--- config.mk ---
export PLATFORM = sky130hd
export DESIGN_NAME = mem_tile_net_responder_flat
export DESIGN_NICKNAME = d
export VERILOG_FILES = /design/src/rtl/mem_tile_net_responder_pkg.sv /design/src/rtl/mem_tile_net_responder_if.sv /design/src/rtl/mem_tile_net_responder_wide_beat_buffer.sv /design/src/rtl/mem_tile_net_responder.sv /design/src/flat_wrapper.sv
export SDC_FILE = /design/constraint.sdc
export NUM_CORES = 1
export LEC_CHECK = 0
export ABC_AREA = 1
export CAP_MARGIN = 20
export CORE_AREA = 2 2 318 320
export CTS_CLUSTER_SIZE = 28
export DETAILED_ROUTE_END_ITERATION = 8
export DIE_AREA = 0 0 320 322
export GPL_TIMING_DRIVEN = 1
export PLACE_DENSITY_LB_ADDON = 0.25
export SLEW_MARGIN = 40
export SYNTH_ARGS = -nofsm -noshare
export SYNTH_HDL_FRONTEND = slang
export SYNTH_SLANG_ARGS = --single-unit
--- constraint.sdc ---
create_clock -name clk -period 5.15 [get_ports clk]
set_clock_uncertainty 0.15 [all_clocks]
set_input_delay 0.515 -clock clk [delete_from_list [all_inputs] [get_ports clk]]
set_output_delay 0.515 -clock clk [all_outputs]
set_load 0.01 [all_outputs]
--- src/rtl/mem_tile_net_responder_pkg.sv ---
// Shared types and constants for the memory-tile network responder: flit layout,
// FSM states, beat geometry and the saturating error-counter helper.
package mem_tile_net_responder_pkg;
  localparam int ADDR_WIDTH   = 32;
  localparam int WIDE_WIDTH   = 256;
  localparam int FLIT_SIZE    = 64;
  localparam int CORE_ID_W    = 2;
  localparam int BEATS        = WIDE_WIDTH / FLIT_SIZE;
  localparam int NARROW_BYTES = 8;
  localparam int WIDE_BYTES   = 32;
  localparam int BE_W         = WIDE_WIDTH / 8;
  localparam int BEAT_IDX_W   = 2;
  localparam int BEAT_CNT_W   = 3;
  localparam int LINE_OFF_W   = 5;
  localparam int BEAT_LSB     = 3;

  localparam logic [BEAT_CNT_W-1:0] BEAT_FULL = BEAT_CNT_W'(BEATS);
  localparam logic [BEAT_IDX_W-1:0] LAST_BEAT = BEAT_IDX_W'(BEATS - 1);

  typedef struct packed {
    logic [ADDR_WIDTH-1:0] addr;
    logic                  is_read;
    logic                  is_wide;
    logic [1:0]            transfer_type;
    logic [7:0]            payload_size;
    logic [FLIT_SIZE-1:0]  data;
    logic                  last_flit;
    logic [1:0]            ipriority;
    logic [CORE_ID_W-1:0]  src_core;
  } generic_flit_t;

  typedef enum logic [2:0] {IDLE, COLLECT, MEM_REQ, MEM_WAIT, RESP} resp_state_e;

  function automatic logic [7:0] sat_add8(input logic [7:0] a, input logic [1:0] inc);
    logic [8:0] s;
    s = {1'b0, a} + {7'b0, inc};
    return s[8] ? 8'hFF : s[7:0];
  endfunction
endpackage

--- src/rtl/mem_tile_net_responder_if.sv ---
// Router local-port and bank-side bus bundle; slave is the responder's view.
interface mem_tile_net_responder_if;
  import mem_tile_net_responder_pkg::*;

  logic                  net_req_in;
  generic_flit_t         net_flit_in;
  logic                  net_ack_out;
  logic                  net_req_out;
  generic_flit_t         net_flit_out;
  logic                  net_ack_in;
  logic                  mem_req;
  logic                  mem_we;
  logic [ADDR_WIDTH-1:0] mem_addr;
  logic [WIDE_WIDTH-1:0] mem_wdata;
  logic [BE_W-1:0]       mem_be;
  logic                  mem_gnt;
  logic                  mem_rvalid;
  logic [WIDE_WIDTH-1:0] mem_rdata;

  modport slave (
    input  net_req_in, net_flit_in, net_ack_in, mem_gnt, mem_rvalid, mem_rdata,
    output net_ack_out, net_req_out, net_flit_out, mem_req, mem_we, mem_addr, mem_wdata, mem_be
  );

  modport master (
    output net_req_in, net_flit_in, net_ack_in, mem_gnt, mem_rvalid, mem_rdata,
    input  net_ack_out, net_req_out, net_flit_out, mem_req, mem_we, mem_addr, mem_wdata, mem_be
  );
endinterface

--- src/rtl/mem_tile_net_responder_wide_beat_buffer.sv ---
// 4 x 64b line buffer: assembles write beats with per-beat byte enables and
// holds a captured read line for beat-by-beat disassembly.
module mem_tile_net_responder_wide_beat_buffer
  import mem_tile_net_responder_pkg::*;
(
  input  logic                  clk,
  input  logic                  rst_n,
  input  logic                  clr,
  input  logic                  wr_en,
  input  logic [BEAT_IDX_W-1:0] wr_idx,
  input  logic [FLIT_SIZE-1:0]  wr_data,
  input  logic                  load_en,
  input  logic [WIDE_WIDTH-1:0] load_line,
  input  logic [BEAT_IDX_W-1:0] rd_idx,
  output logic [FLIT_SIZE-1:0]  rd_data,
  output logic [WIDE_WIDTH-1:0] line_out,
  output logic [BE_W-1:0]       be_out
);
  logic [BEATS-1:0][FLIT_SIZE-1:0]    beat_q, beat_d;
  logic [BEATS-1:0][NARROW_BYTES-1:0] be_q, be_d;

  // Clear then write in the same cycle so a new packet's first beat lands in a clean line.
  always_comb begin
    beat_d = beat_q;
    be_d   = be_q;
    if (clr) begin
      beat_d = '0;
      be_d   = '0;
    end
    if (load_en) beat_d = load_line;
    if (wr_en) begin
      beat_d[wr_idx] = wr_data;
      be_d[wr_idx]   = '1;
    end
  end

  always_ff @(posedge clk or negedge rst_n) begin
    if (!rst_n) begin
      beat_q <= '0;
      be_q   <= '0;
    end else begin
      beat_q <= beat_d;
      be_q   <= be_d;
    end
  end

  assign rd_data  = beat_q[rd_idx];
  assign line_out = beat_q;
  assign be_out   = be_q;
endmodule

--- src/rtl/mem_tile_net_responder.sv ---
// Tile-side network endpoint: collects request flits, issues one bank access per
// packet and returns read data as response flits. One transaction in flight.
module mem_tile_net_responder
  import mem_tile_net_responder_pkg::*;
(
  input  logic                    clk,
  input  logic                    rst_n,
  input  logic                    srf_mode,
  mem_tile_net_responder_if.slave bus,
  output logic                    busy,
  output logic [7:0]              err_cnt
);
  resp_state_e           state_q, state_d;
  logic [BEAT_CNT_W-1:0] beat_cnt_q, beat_cnt_d;
  logic [ADDR_WIDTH-1:0] addr_q, addr_d;
  logic                  is_read_q, is_read_d;
  logic                  wide_q, wide_d;
  logic                  drop_q, drop_d;
  logic [1:0]            ttype_q, ttype_d;
  logic [1:0]            prio_q, prio_d;
  logic [CORE_ID_W-1:0]  src_q, src_d;
  logic [7:0]            err_q, err_d;
  logic [1:0]            err_inc;

  logic                  accept, eff_wide;
  logic                  buf_clr, buf_wr, buf_load;
  logic [BEAT_IDX_W-1:0] buf_wr_idx, buf_rd_idx;
  logic [FLIT_SIZE-1:0]  buf_rd_data;
  logic [WIDE_WIDTH-1:0] buf_line;
  logic [BE_W-1:0]       buf_be;
  generic_flit_t         rsp;
  logic [7:0]            unused_payload_size;

  assign unused_payload_size = bus.net_flit_in.payload_size;
  assign bus.net_ack_out = bus.net_req_in && (state_q == IDLE || state_q == COLLECT);
  assign accept          = bus.net_req_in && bus.net_ack_out;
  assign eff_wide        = bus.net_flit_in.is_wide && srf_mode;

  always_comb begin
    state_d    = state_q;
    beat_cnt_d = beat_cnt_q;
    addr_d     = addr_q;
    is_read_d  = is_read_q;
    wide_d     = wide_q;
    drop_d     = drop_q;
    ttype_d    = ttype_q;
    prio_d     = prio_q;
    src_d      = src_q;
    err_inc    = 2'd0;
    buf_clr    = 1'b0;
    buf_wr     = 1'b0;
    buf_wr_idx = '0;
    buf_load   = 1'b0;

    case (state_q)
      IDLE: begin
        if (accept) begin
          addr_d     = bus.net_flit_in.addr;
          is_read_d  = bus.net_flit_in.is_read;
          wide_d     = eff_wide;
          ttype_d    = bus.net_flit_in.transfer_type;
          prio_d     = bus.net_flit_in.ipriority;
          src_d      = bus.net_flit_in.src_core;
          drop_d     = 1'b0;
          beat_cnt_d = '0;
          buf_clr    = 1'b1;
          if (bus.net_flit_in.is_wide && !srf_mode) err_inc = err_inc + 2'd1;
          if (!bus.net_flit_in.is_read) begin
            buf_wr     = 1'b1;
            buf_wr_idx = eff_wide ? '0 : bus.net_flit_in.addr[LINE_OFF_W-1:BEAT_LSB];
          end
          if (eff_wide && !bus.net_flit_in.is_read) begin
            beat_cnt_d = BEAT_CNT_W'(1);
            state_d    = bus.net_flit_in.last_flit ? MEM_REQ : COLLECT;
          end else begin
            state_d = MEM_REQ;
          end
        end
      end
      COLLECT: begin
        if (accept) begin
          // Beats past the line are still consumed so the router drains the packet.
          if (beat_cnt_q < BEAT_FULL) begin
            buf_wr     = 1'b1;
            buf_wr_idx = beat_cnt_q[BEAT_IDX_W-1:0];
            beat_cnt_d = beat_cnt_q + BEAT_CNT_W'(1);
          end else if (!drop_q) begin
            drop_d  = 1'b1;
            err_inc = err_inc + 2'd1;
          end
          if (bus.net_flit_in.last_flit) state_d = MEM_REQ;
        end
      end
      MEM_REQ: begin
        if (bus.mem_gnt) state_d = is_read_q ? MEM_WAIT : IDLE;
      end
      MEM_WAIT: begin
        if (bus.mem_rvalid) begin
          buf_load   = 1'b1;
          beat_cnt_d = '0;
          state_d    = RESP;
        end
      end
      RESP: begin
        if (bus.net_ack_in) begin
          if (!wide_q || beat_cnt_q[BEAT_IDX_W-1:0] == LAST_BEAT) state_d = IDLE;
          else beat_cnt_d = beat_cnt_q + BEAT_CNT_W'(1);
        end
      end
      default: state_d = IDLE;
    endcase

    if (bus.mem_rvalid && state_q != MEM_WAIT) err_inc = err_inc + 2'd1;
  end

  assign err_d = sat_add8(err_q, err_inc);

  always_ff @(posedge clk or negedge rst_n) begin
    if (!rst_n) begin
      state_q    <= IDLE;
      beat_cnt_q <= '0;
      addr_q     <= '0;
      is_read_q  <= 1'b0;
      wide_q     <= 1'b0;
      drop_q     <= 1'b0;
      ttype_q    <= '0;
      prio_q     <= '0;
      src_q      <= '0;
      err_q      <= '0;
    end else begin
      state_q    <= state_d;
      beat_cnt_q <= beat_cnt_d;
      addr_q     <= addr_d;
      is_read_q  <= is_read_d;
      wide_q     <= wide_d;
      drop_q     <= drop_d;
      ttype_q    <= ttype_d;
      prio_q     <= prio_d;
      src_q      <= src_d;
      err_q      <= err_d;
    end
  end

  assign buf_rd_idx = wide_q ? beat_cnt_q[BEAT_IDX_W-1:0] : addr_q[LINE_OFF_W-1:BEAT_LSB];

  mem_tile_net_responder_wide_beat_buffer u_buf (
    .clk      (clk),
    .rst_n    (rst_n),
    .clr      (buf_clr),
    .wr_en    (buf_wr),
    .wr_idx   (buf_wr_idx),
    .wr_data  (bus.net_flit_in.data),
    .load_en  (buf_load),
    .load_line(bus.mem_rdata),
    .rd_idx   (buf_rd_idx),
    .rd_data  (buf_rd_data),
    .line_out (buf_line),
    .be_out   (buf_be)
  );

  always_comb begin
    bus.mem_req   = 1'b0;
    bus.mem_we    = 1'b0;
    bus.mem_addr  = '0;
    bus.mem_wdata = '0;
    bus.mem_be    = '0;
    if (state_q == MEM_REQ) begin
      bus.mem_req  = 1'b1;
      bus.mem_we   = !is_read_q;
      bus.mem_addr = {addr_q[ADDR_WIDTH-1:LINE_OFF_W], LINE_OFF_W'(0)};
      if (!is_read_q) begin
        bus.mem_wdata = buf_line;
        bus.mem_be    = buf_be;
      end
    end
  end

  // Response flit is built purely from registered state, so it holds until acked.
  always_comb begin
    rsp = '0;
    if (state_q == RESP) begin
      rsp.addr          = wide_q ? {addr_q[ADDR_WIDTH-1:LINE_OFF_W], beat_cnt_q[BEAT_IDX_W-1:0],
                                    BEAT_LSB'(0)} : addr_q;
      rsp.is_read       = 1'b0;
      rsp.is_wide       = wide_q;
      rsp.transfer_type = ttype_q;
      rsp.payload_size  = wide_q ? 8'(WIDE_BYTES) : 8'(NARROW_BYTES);
      rsp.data          = buf_rd_data;
      rsp.last_flit     = !wide_q || beat_cnt_q[BEAT_IDX_W-1:0] == LAST_BEAT;
      rsp.ipriority     = prio_q;
      rsp.src_core      = src_q;
    end
    bus.net_req_out  = (state_q == RESP);
    bus.net_flit_out = rsp;
  end

  assign busy    = (state_q != IDLE);
  assign err_cnt = err_q;
endmodule
--- src/flat_wrapper.sv ---
// flat-port wrapper written by rule: the top's interface ports become plain ports
module mem_tile_net_responder_flat import mem_tile_net_responder_pkg::*;
  (clk, rst_n, srf_mode, busy, err_cnt, bus_net_req_in, bus_net_flit_in, bus_net_ack_in, bus_mem_gnt, bus_mem_rvalid, bus_mem_rdata, bus_net_ack_out, bus_net_req_out, bus_net_flit_out, bus_mem_req, bus_mem_we, bus_mem_addr, bus_mem_wdata, bus_mem_be);
  mem_tile_net_responder_if bus_i ();
  input  logic clk;
  input  logic rst_n;
  input  logic srf_mode;
  output logic busy;
  output logic [7:0] err_cnt;
  input wire logic [$bits(bus_i.net_req_in)-1:0] bus_net_req_in;
  input wire logic [$bits(bus_i.net_flit_in)-1:0] bus_net_flit_in;
  input wire logic [$bits(bus_i.net_ack_in)-1:0] bus_net_ack_in;
  input wire logic [$bits(bus_i.mem_gnt)-1:0] bus_mem_gnt;
  input wire logic [$bits(bus_i.mem_rvalid)-1:0] bus_mem_rvalid;
  input wire logic [$bits(bus_i.mem_rdata)-1:0] bus_mem_rdata;
  output wire logic [$bits(bus_i.net_ack_out)-1:0] bus_net_ack_out;
  output wire logic [$bits(bus_i.net_req_out)-1:0] bus_net_req_out;
  output wire logic [$bits(bus_i.net_flit_out)-1:0] bus_net_flit_out;
  output wire logic [$bits(bus_i.mem_req)-1:0] bus_mem_req;
  output wire logic [$bits(bus_i.mem_we)-1:0] bus_mem_we;
  output wire logic [$bits(bus_i.mem_addr)-1:0] bus_mem_addr;
  output wire logic [$bits(bus_i.mem_wdata)-1:0] bus_mem_wdata;
  output wire logic [$bits(bus_i.mem_be)-1:0] bus_mem_be;
  assign bus_i.net_req_in = bus_net_req_in;
  assign bus_i.net_flit_in = bus_net_flit_in;
  assign bus_i.net_ack_in = bus_net_ack_in;
  assign bus_i.mem_gnt = bus_mem_gnt;
  assign bus_i.mem_rvalid = bus_mem_rvalid;
  assign bus_i.mem_rdata = bus_mem_rdata;
  assign bus_net_ack_out = bus_i.net_ack_out;
  assign bus_net_req_out = bus_i.net_req_out;
  assign bus_net_flit_out = bus_i.net_flit_out;
  assign bus_mem_req = bus_i.mem_req;
  assign bus_mem_we = bus_i.mem_we;
  assign bus_mem_addr = bus_i.mem_addr;
  assign bus_mem_wdata = bus_i.mem_wdata;
  assign bus_mem_be = bus_i.mem_be;
  mem_tile_net_responder u_core (.clk(clk), .rst_n(rst_n), .srf_mode(srf_mode), .bus(bus_i), .busy(busy), .err_cnt(err_cnt));
endmodule
======== Word level (Yosys, flattened, before mapping) ========
Cells that the tools add are included.
operators by class
  multipliers ............................. 0
  shifts and indexed selects .............. 0
  reduce and logical (&&, ||, !) cells .... 21
  div/mod/pow operators ................... 0
  magnitude comparators ................... 4
  bitwise logic cells ..................... 1
  mux-type cells .......................... 69
  add/sub/neg operators ................... 3
  equal/unequal tests ..................... 16
operators by type and width
  kind                                                                     count
  256-bit two-way mux                                                      5
  256-bit bitwise mux                                                      1
  32-bit two-way mux                                                       5
  64-bit binary-select mux with 2-bit select                               1
  64-bit demux with 2-bit select                                           1
  64-bit two-way mux                                                       2
  113-bit two-way mux                                                      1
  3-bit two-way mux                                                        14
  32-bit bitwise OR                                                        1
  2-bit two-way mux                                                        12
  8-bit demux with 2-bit select                                            1
  1-bit two-way mux                                                        16
  8-bit two-way mux                                                        2
  3-bit one-hot mux with 5 select lines                                    1
  2-bit inequality test, second input constant                             7
  7-bit AND reduction                                                      2
  3-bit one-hot mux with 4 select lines                                    1
  8-bit by 2-bit adder with 9-bit output                                   1
  2-bit one-hot mux with 2 select lines                                    2
  1-bit logical AND                                                        7
  3-bit by 2-bit equality test with 1-bit output, second input constant    2
  2-bit by 3-bit < comparator with 1-bit output, second input constant     2
  6-bit two-way mux                                                        1
  2-bit by 1-bit inequality test with 1-bit output, second input constant  3
  18 further kinds                                                         23
storage, ports and cells
  bits of input ports ..................... 376
  word-level logic and storage cells ...... 132
  bits in read-only memories .............. 0
  bits in registers ....................... 343
  memories kept ........................... 0
  RAM bits ................................ 0
  latch bits .............................. 0
  output and inout port bits .............. 446

======== Longest topological paths before layout ========
  depth after elaboration ................. 12
  depth in mapped cells ................... 14
  mapped depth without buffers ............ 14

======== By module ========
Synthesis repeated with hierarchy kept, for this count alone.
second synthesis, totals
  cells, all modules ...................... 3748
  area, all modules ....................... 23298.6 um^2
modules (own cells, without submodules)
  module                                   cells an instance  area an instance (um^2)  times used  sequential area each (um^2)
  mem_tile_net_responder_wide_beat_buffer  2576               16722.3                  1           7206.9
  mem_tile_net_responder                   1172               6576.3                   1           1376.3

======== Worst setup path after synthesis ========
No wires, ideal clock.
  kind .................................... register -> register
  from .................................... register u_core.state_q[2]
  to ...................................... register u_core.err_q[7] (netlist: u_core.err_cnt[7])
  arrival time ............................ 2.519 ns
  data required time ...................... 4.927 ns
  buffers on the path ..................... 0
  slack ................................... 2.408 ns
  period minus slack after synthesis ...... 2.742 ns
  stages on the path, launching flop included .. 12
  setup time .............................. 0.073 ns
  cells stage by stage .................... dfrtp_1 -> nor2_4 -> nand2_1 -> a31oi_1 -> nor2_1 -> ha_1 -> ha_1 -> inv_1 -> fa_1 -> nor4_1 -> nand3_1 -> nand3_1
on the way
  cells in the longest elaborated chain, start to end .. 10
  elaborated cells between the ends (all ways) .. 14
  classes of those cells .................. add/sub: 2; eq/ne: 2; mux: 5; reduce/logical: 5
RTL lines
  what                                                                               RTL line                                                    text
  start: declaration                                                                 mem_tile_net_responder.sv:13                                resp_state_e state_q, state_d;
  start signal: assignment                                                           mem_tile_net_responder.sv:131                               state_q <= state_d;
  3-bit by 1-bit equality test with 1-bit output or 3-bit zero test (tied branches)  mem_tile_net_responder.sv:35, mem_tile_net_responder.sv:55
  1-bit logical OR                                                                   mem_tile_net_responder.sv:35                                assign bus.net_ack_out = bus.net_req_in && (state_q == IDLE || state_q == COLLECT);
  1-bit logical AND                                                                  mem_tile_net_responder.sv:35
  1-bit logical AND                                                                  mem_tile_net_responder.sv:36                                assign accept = bus.net_req_in && bus.net_ack_out;
  2-bit two-way mux (on tied branches)                                               mem_tile_net_responder.sv:81, mem_tile_net_responder.sv:57
  2-bit one-hot mux with 2 select lines                                              mem_tile_net_responder.sv:55                                case (state_q)
  2-bit by 1-bit adder with 2-bit output                                             mem_tile_net_responder.sv:113                               if (bus.mem_rvalid && state_q != MEM_WAIT) err_inc = err_inc + 2'd1;
  2-bit two-way mux *                                                                mem_tile_net_responder.sv:113
  8-bit by 2-bit adder with 9-bit output *                                           mem_tile_net_responder_pkg.sv:36                            s = {1'b0, a} + {7'b0, inc};
  8-bit two-way mux *                                                                mem_tile_net_responder_pkg.sv:37                            return s[8] ? 8'hFF : s[7:0];
  named net u_core.err_d[7]                                                          mem_tile_net_responder.sv:22                                logic [7:0] err_q, err_d;
  end signal: assignment                                                             mem_tile_net_responder.sv:140                               err_q <= err_d;
  end: declaration                                                                   mem_tile_net_responder.sv:22
The timed path passes the listed nets; every way through them passes the cells marked *.
A chain may end at the register's enable or synchronous reset.

======== Worst setup path after layout ========
  from .................................... register u_core.wide_q
  to ...................................... output port bus_net_flit_out[56]
on the way
  cells in the longest elaborated chain, start to end .. 4
RTL lines
  what                                        RTL line                                       text
  start: declaration                          mem_tile_net_responder.sv:17                   logic wide_q, wide_d;
  start signal: assignment                    mem_tile_net_responder.sv:135                  wide_q <= wide_d;
  2-bit two-way mux                           mem_tile_net_responder.sv:144                  assign buf_rd_idx = wide_q ? beat_cnt_q[BEAT_IDX_W-1:0] : addr_q[LINE_OFF_W-1:BEAT_LSB];
  64-bit binary-select mux with 2-bit select  mem_tile_net_responder_wide_beat_buffer.sv:47  assign rd_data = beat_q[rd_idx];
  64-bit two-way mux (implied by the code)    mem_tile_net_responder_wide_beat_buffer.sv:47
  113-bit two-way mux                         mem_tile_net_responder.sv:181                  if (state_q == RESP) begin
  end: declaration                            flat_wrapper.sv:18                             output wire logic [$bits(bus_i.net_flit_out)-1:0] bus_net_flit_out;
No other way between the ends. The select of a mux whose other input is x is not followed.

==> flow_summary.ini <==
[synth]
synth_top_area_share = 0.391
yosysUniqueCellTypes = 31
seq_area_frac_synth = 0.391
ys_ff_latch = 343
synthesis.area_um2 = 21900
yosys_warnings = 0
syn_inst = 3441
async_reset_ff_frac = 1.00
syn_area_per_cell_um2 = 6.38
synth_edf_count = 0
synth_top_area_cell = dfrtp_1
synth_area_leaders = dfrtp_1, nand2_1, nor2_1
synth_flop_cell = dfrtp_1

[power_and_ir_drop]
power_density_nw_per_um2 = 531
ir_drop_mv = 0.353
p_leak_uw = 0.0146

[floorplan]
placementRows = 116
die-area_um2 = 103000
die_w_um = 320
ios = 822
fp.coreArea_um2 = 99600
initial_utilization = 0.220
die_h_um = 322

[critical_path]
criticalPathCategory = reg -> out
reg2reg_from = u_core.state_q[2]
crit_path_max_fanout = 66
cp.arrival_ns = 3.52
reg2reg_slack_ns = 1.61
required_ns = 4.49
worstSetupEndpointType = output pin
r2r_end = u_core.u_buf.line_out[236]
reg2reg_depth = 10
startpoint_type = register

[flow_run]
drv_cap = 0

[grt]
grtUsageTotal = 0.215
grt_pass1_vias = 24780
grt_overflow = 0
grt_max_degree = 129
grt_pass1_wl_mm = 167
antenna_found_initial = 30

[timing]
layout_min_cycle_time_ns = 4.19
holdWs_ns = 0.293
hold_violations = 0
tns_ns = 0
worst_slew_pin_slew_ns = 0.859
setup_viol = 0
clock.fmax_ghz = 0.239
rsz0062_at_grt = no
slew_viol_final = 0
period_share = 0.813
layout_setup_ws_ns = 0.963
relSlewSlack = 0.427

[finish]
final_common_cell = nand2_1
drive_gt1_frac = 0.0344
fin_area_um2 = 32600
stdcell_count = 5414
layout-area-overhead-vs-synth_pct = 48.4
nets = 4445
layout_common_cells = nand2_1, clkdlybuf4s50_1, nor2_1, dfrtp_1, a21oi_1

[routing]
avgRoutedWirePerCell_um = 21.4
drc = 0
vias = 25461
drt-pass1-iter-count = 5
ant_nets = 0
drt-vias-per-instance = 4.70
first_iter_violations = 1885
finalWirelength_mm = 116

[place]
dp.cells = 5313
dp_hpwl_mm = 79.3
routabilityCongestion = 0.872
io_buffers = 801
dpl_cell_area_um2 = 31000
place_ws_ns = 1.49

[worst_hold_path]
hold_path.class = in -> reg
worstHoldStart = bus_net_flit_in[82]
min_path_cells = 3
whs_endpoint = u_core.addr_q[1]

[clocking]
cts.sinks = 343
clockBufferDepth = 3
cts_inserted_buffers = 46
cts_root_buf = clkbuf_16
htreeDepth = 2
path_clk_slew_ns = 0.06
insertion_delay_ns = 0.61
cts_tree = yes

[status]
outcome = complete, no violations
==> cells by family (layout without fill, tap and decap cells) <==
logic type / after synthesis / after routing / synth area share
simple gates: 2028 / 2028 / 0.365
compound gates: 538 / 538 / 0.138
flops: 343 / 343 / 0.391
other cells: 1 / 30 / 0.000171
buf+inv: 525 / 1171 / 0.102
xor+xnor: 1 / 1 / 0.000399
fa+ha+maj: 5 / 5 / 0.00319
==> state kept, by name, indices dropped and copies added, names as in the netlist <==
register and flops:
u_core.prio_q 2, u_core.state_q 3, u_core.err_cnt 8, u_core.ttype_q 2, u_core.drop_q 1, u_core.u_buf.be_out 32
u_core.u_buf.line_out 256, u_core.addr_q 32, u_core.is_read_q 1, u_core.beat_cnt_q 3, u_core.src_q 2, u_core.wide_q 1
==> power by group <==
part           switching, µW  internal (µW)  leakage (µW)
clock network           1400           1820      0.000705
logic                   5910           3410       0.00937
registers                828           3910       0.00451
==> worst max-delay path, stage by stage (launching register included) <==
cell	delay (ns)
dfrtp_1	0.51
inv_1	0.25
o21ai_4	0.45
buf_12	0.29
buf_12	0.32
o211ai_1	0.15
a21oi_1	0.25
clkdlybuf4s50_1	0.59
==> per-stage QoR <==
stage / power [µW] / utilization
after global routing: 18600 / 0.327
after global placement: 14000 / 0.311
after floorplan: 10000 / -
final: 17300 / 0.327
after CTS: 17400 / 0.327
after detailed placement: 14100 / 0.312
==> synthesized netlist by cell type, types with 4 or more instances <==
master and n:
nand2_1 1118, nor2_1 629, dfrtp_1 343, a21oi_1 322
nand3_1 267, inv_1 228, buf_2 154, o211ai_1 128
clkbuf_1 103, o21ai_0 84, buf_4 22, buf_1 15
ha_1 4
==> worst max path at each step <==
stage                        startpoint                         to  depth (start not counted)
floorplan             u_core.state_q[2]          u_core.err_cnt[7]                         11
global placement          u_core.wide_q       bus_net_flit_out[56]                          7
detailed placement  bus_net_flit_in[80]  u_core.u_buf.line_out[25]                         11
CTS                       u_core.wide_q       bus_net_flit_out[56]                          7
global route              u_core.wide_q       bus_net_flit_out[56]                          7
finish                    u_core.wide_q       bus_net_flit_out[56]                          7
==> repair_timing <==
| item | CTS | global route |
|---|---|---|
| endpoints found under the hold margin | 74 | 0 |
| gates resized for setup | 0 | 0 |
| hold buffers | 1 | 0 |
| setup buffers | 0 | 0 |
==> layer usage <==
| metal | vias up | global-route usage | wire, µm |
|---|---|---|---|
| li1 | 12105 | - | - |
| met1 | 12191 | 0.258 | 46100 |
| met2 | 967 | 0.369 | 56700 |
| met3 | 172 | 0.0658 | 10100 |
| met4 | 26 | 0.0610 | 3020 |
| met5 | - | 0 | 178 |
==> layout make-up <==
class	count	area (µm²)
diodes	18	45.0
repair buffers	858	8700
clock inverters	10	140
flip-flops and latches	343	8580
inverters	231	891
well taps	1298	1620
clock buffers	72	1320
multi-input cells	2584	11300
fillers	10994	67000
(Power assumes the default switching activity.)
